$ cat config.mk
export PLATFORM = sky130hd
export DESIGN_NAME = modn_counter
export DESIGN_NICKNAME = d
export VERILOG_FILES = /design/src/rtl/modn_counter.sv
export SDC_FILE = /design/constraint.sdc
export NUM_CORES = 1
export LEC_CHECK = 0
export CAP_MARGIN = 10
export CORE_AREA = 10 10 47 49
export DETAILED_ROUTE_END_ITERATION = 7
export DIE_AREA = 0 0 57 59
export PLACE_DENSITY = 0.44
export SLEW_MARGIN = 25
export SYNTH_ARGS = -nofsm -noshare
export SYNTH_HDL_FRONTEND = slang
export SYNTH_SLANG_ARGS = --single-unit
export TNS_END_PERCENT = 50
$ cat constraint.sdc
create_clock -name CLK -period 2.3 [get_ports CLK]
set_input_delay 0.46 -clock CLK [delete_from_list [all_inputs] [get_ports CLK]]
set_output_delay 0.46 -clock CLK [all_outputs]
set_load 0.01 [all_outputs]
$ cat src/rtl/modn_counter.sv
// Programmable modulo-N up/down counter with synchronous load, cascade carry,
// terminal-count decode and a sticky illegal-load flag.
module modn_counter #(
  parameter int unsigned MODULUS = 3,
  parameter int unsigned WIDTH   = 2,
  parameter int unsigned RST_VAL = 0
) (
  input  logic             CLK,
  input  logic             RST,
  input  logic             EN,
  input  logic             UP,
  input  logic             LD,
  input  logic [WIDTH-1:0] DIN,
  input  logic             ERR_CLR,
  output logic [WIDTH-1:0] VAL,
  output logic             CR,
  output logic             TC,
  output logic             ERR
);

  localparam logic [WIDTH-1:0] MAX_VAL = WIDTH'(MODULUS - 1);
  localparam logic [WIDTH-1:0] RST_V   = WIDTH'(RST_VAL);

  // Reject parameter sets that could never hold the full count range.
  if (MODULUS < 2) begin : g_mod_chk
    $error("modn_counter: MODULUS must be >= 2");
  end
  if ((64'(1) << WIDTH) < 64'(MODULUS)) begin : g_width_chk
    $error("modn_counter: WIDTH too small for MODULUS");
  end
  if (RST_VAL >= MODULUS) begin : g_rst_chk
    $error("modn_counter: RST_VAL must be < MODULUS");
  end

  logic             at_max;
  logic             at_zero;
  logic             din_ok;
  logic [WIDTH-1:0] val_nxt;
  logic             err_nxt;

  assign at_max  = (VAL == MAX_VAL);
  assign at_zero = (VAL == '0);
  assign din_ok  = (32'(DIN) < MODULUS);

  // Next-state: load beats count beats hold; out-of-range values snap to the wrap target.
  always_comb begin
    val_nxt = VAL;
    err_nxt = ERR & ~ERR_CLR;
    if (LD) begin
      if (din_ok) begin
        val_nxt = DIN;
      end else begin
        val_nxt = MAX_VAL;
        err_nxt = 1'b1;
      end
    end else if (EN) begin
      if (UP) begin
        val_nxt = (VAL >= MAX_VAL) ? '0 : VAL + WIDTH'(1);
      end else begin
        val_nxt = (at_zero || VAL > MAX_VAL) ? MAX_VAL : VAL - WIDTH'(1);
      end
    end
  end

  always_ff @(posedge CLK) begin
    if (!RST) begin
      VAL <= RST_V;
      ERR <= 1'b0;
    end else begin
      VAL <= val_nxt;
      ERR <= err_nxt;
    end
  end

  // Carry/borrow is zero-latency so cascaded stages step on the same edge.
  assign CR = EN & ~LD & ((UP & at_max) | (~UP & at_zero));
  assign TC = at_max;

endmodule

==> impl_metrics.env <==
export IMPL_dr_pass1_iters=3
export IMPL_drt_iter0_drc=1
export IMPL_cts_htree_levels=1
export IMPL_drive_above_1_share_pct=13.95
export IMPL_root_buffer="clkbuf_4"
export IMPL_io_pins=13
export IMPL_syn_avg_cell_area_um2=8.758
export IMPL_rows=14
export IMPL_fin_util_pct=28.66
export IMPL_vias=248
export IMPL_holdPathEnd="ERR$_SDFF_PN0_"
export IMPL_synth_nets=35
export IMPL_power_density_nw_per_um2=518.9
export IMPL_rsz0062_at_grt="no"
export IMPL_p_switching_uw=54.16
export IMPL_netlist_area_leader_share_pct=28.57
export IMPL_setup_violations=0
export IMPL_critPathMaxFanout=2
export IMPL_synth_area_um2=210.2
export IMPL_grt_pass1_wl_um=1145
export IMPL_cp_start_kind="primary input"
export IMPL_fmax_ghz=0.5377
export IMPL_antenna_found_initial=0
export IMPL_fin_worst_skew_ns=0.00006944
export IMPL_r2r_end="VAL[0]$_SDFFE_PN0P_"
export IMPL_comb_power_share_pct=26.0
export IMPL_chipHeight_um=59
export IMPL_cts_buffers=3
export IMPL_path_clk_slew_ns=0.04
export IMPL_period_needed_ns=1.860
export IMPL_antenna_cells=0
export IMPL_overflow=0
export IMPL_wirelength_um=662
export IMPL_cts_buffer_depth=2
export IMPL_arrival_ns=1.40
export IMPL_hold_buffers=0
export IMPL_initial_core_util_pct=15.00
export IMPL_seq_area_frac_synth_pct=28.57
export IMPL_async_flop_share_pct=0
export IMPL_cts_tree="yes"
export IMPL_grt_max_degree=6
export IMPL_io_buffers=12
export IMPL_areaGrowthSynthToFinish_pct=91.07
export IMPL_vias_per_cell=4.203
export IMPL_yosysWarnings=0
export IMPL_synth_area_leaders="dfxtp_1 (29%), ha_1 (18%), mux2i_1 (9.5%)"
export IMPL_rr_worst_depth=5
export IMPL_ir_worst_vdd_uv=188.9
export IMPL_yosys_area_top_type="dfxtp_1"
export IMPL_ys_types=14
export IMPL_cp_required_ns=1.84
export IMPL_fin_ws_ns=0.4402
export IMPL_clkPwrFrac_pct=46.0
export IMPL_p_sw_share_pct=25.99
export IMPL_finalHoldViolCount=0
export IMPL_core_um2=1401
export IMPL_crit_reg2reg_launch="VAL[0]$_SDFFE_PN0P_"
export IMPL_min_from="ERR$_SDFF_PN0_"
export IMPL_place_congestion=0.7600
export IMPL_slew_headroom_pct=85.39
export IMPL_p_leak_nw=0.1761
export IMPL_remaining_drc_errors=0
export IMPL_nets=55
export IMPL_synth_ff_type="dfxtp_1"
export IMPL_grt_usage_pct=4.838
export IMPL_synth_seq_cells=3
export IMPL_seqPwrFrac_pct=28.0
export IMPL_drv_cap=0
export IMPL_rrSetupSlack_ns=1.11
export IMPL_crit_type="primary input to output port"
export IMPL_wl_per_cell_um=11.22
export IMPL_status="complete, no violations"
export IMPL_die_area_um2=3363
export IMPL_holdPathStages=2
export IMPL_synth_cells=24
export IMPL_power_internal_uw=154.2
export IMPL_cts_sinks=3
export IMPL_dieWidth_um=57
export IMPL_grt_pass1_vias=255
export IMPL_period_share_pct=80.86
export IMPL_synth_common_cells="dfxtp_1 (3), ha_1 (3), nor2_1 (3)"
export IMPL_hold_class="flop to flop"
export IMPL_place_ws_ns=0.02616
export IMPL_synth_edf_count=0
export IMPL_ant_nets=0
export IMPL_clkLatencyLatePin_ns=0.24
export IMPL_worst_pin_slew_ns=0.2178
export IMPL_slew_viol_final=0
export IMPL_finalSetupTns_ns=0
export IMPL_end_kind="output port"
export IMPL_dp_hpwl_um=547.6
==> how the worst max path moves through the flow <==
stage	start	to	slack [ns]
finish	UP	CR	0.44
global placement	UP	CR	0.05
detailed placement	UP	CR	0.03
global route	UP	CR	0.34
CTS	UP	CR	0.02
floorplan	VAL[0]$_SDFFE_PN0P_	CR	0.78
==> registers in the layout (all words and copies together) (netlist names) <==
name	flops
VAL	2
ERR	1
==> critical path: stages <==
cell and delay [ns]:
clkdlybuf4s50_1 0.50, mux2i_1 0.08, nor3b_1 0.17, dlymetal6s2s_1 0.20
==> layout by cell type (no fill, tap or decap) <==
cell type,synthesis,layout
mux2i_1,2,2
nor3b_1,2,2
clkdlybuf4s50_1,0,11
clkbuf_4,0,3
a32o_1,1,1
nand2_1,2,2
a21boi_0,1,1
nor2_1,3,3
nand2b_1,1,1
o211ai_1,1,1
o21a_1,1,1
buf_4,0,3
clkbuf_1,0,1
dlymetal6s2s_1,0,1
inv_1,2,2
dfxtp_1,3,3
a211oi_1,1,1
nand3_1,1,1
ha_1,3,3
==> layout make-up <==
cell class / count / area [um^2]
Clock buffer: 4 / 26.28
Fill cell: 165 / 999.7
Inverter: 2 / 7.507
Multi-Input combinational cell: 19 / 142.6
Sequential cell: 3 / 60.06
Tap cell: 16 / 20.02
Timing Repair Buffer: 15 / 145.1
==> per-layer routing <==
layer	GRT usage (%)	part of all wire, %	up-vias
met5	0	0	-
met4	5.034	0	0
met3	4.077	9.2	0
met2	5.736	44	10
met1	4.864	47	115
li1	-	-	123
==> cell families after synthesis <==
group           count (synthesis)  share of synthesized area [%]
simple gates                    9                          21.43
compound gates                  5                          19.05
fa+ha+maj                       3                          17.86
flops                           3                          28.57
buf+inv                         2                          3.573
mux                             2                          9.524
==> power groups by stage <==
stage | sequential, mW | clock [mW] | combinational (mW)
after CTS | 0.0584 | 0.103 | 0.0556
final | 0.0583 | 0.0958 | 0.0543
after floorplan | 0.0605 | 0 | 0.0192
after detailed placement | 0.0592 | 0 | 0.0552
after global placement | 0.0593 | 0 | 0.0543
after global routing | 0.0591 | 0.110 | 0.0606
==> through the flow <==
stage / std cells / cell area [um^2] / hold slack (ns) / total power [mW]
6_report: 59 / 401.6 / 0.4803 / 0.2084
5_1_grt: 59 / 401.6 / 0.5160 / 0.2296
4_1_cts: 59 / 399.1 / 0.4873 / 0.2172
3_5_place_dp: 55 / 372.9 / 0.4811 / 0.1144
3_3_place_gp: 55 / 372.9 / 0.4758 / 0.1136
2_1_floorplan: 24 / 210.2 / 0.4997 / 0.07968
==> repair_timing <==
| action | CTS | global route |
|---|---|---|
| setup endpoints to repair | 0 | 1 |
| setup buffers | 0 | 0 |
| resized for setup | 0 | 1 |
No activity file was read; power rests on OpenSTA's default activity.
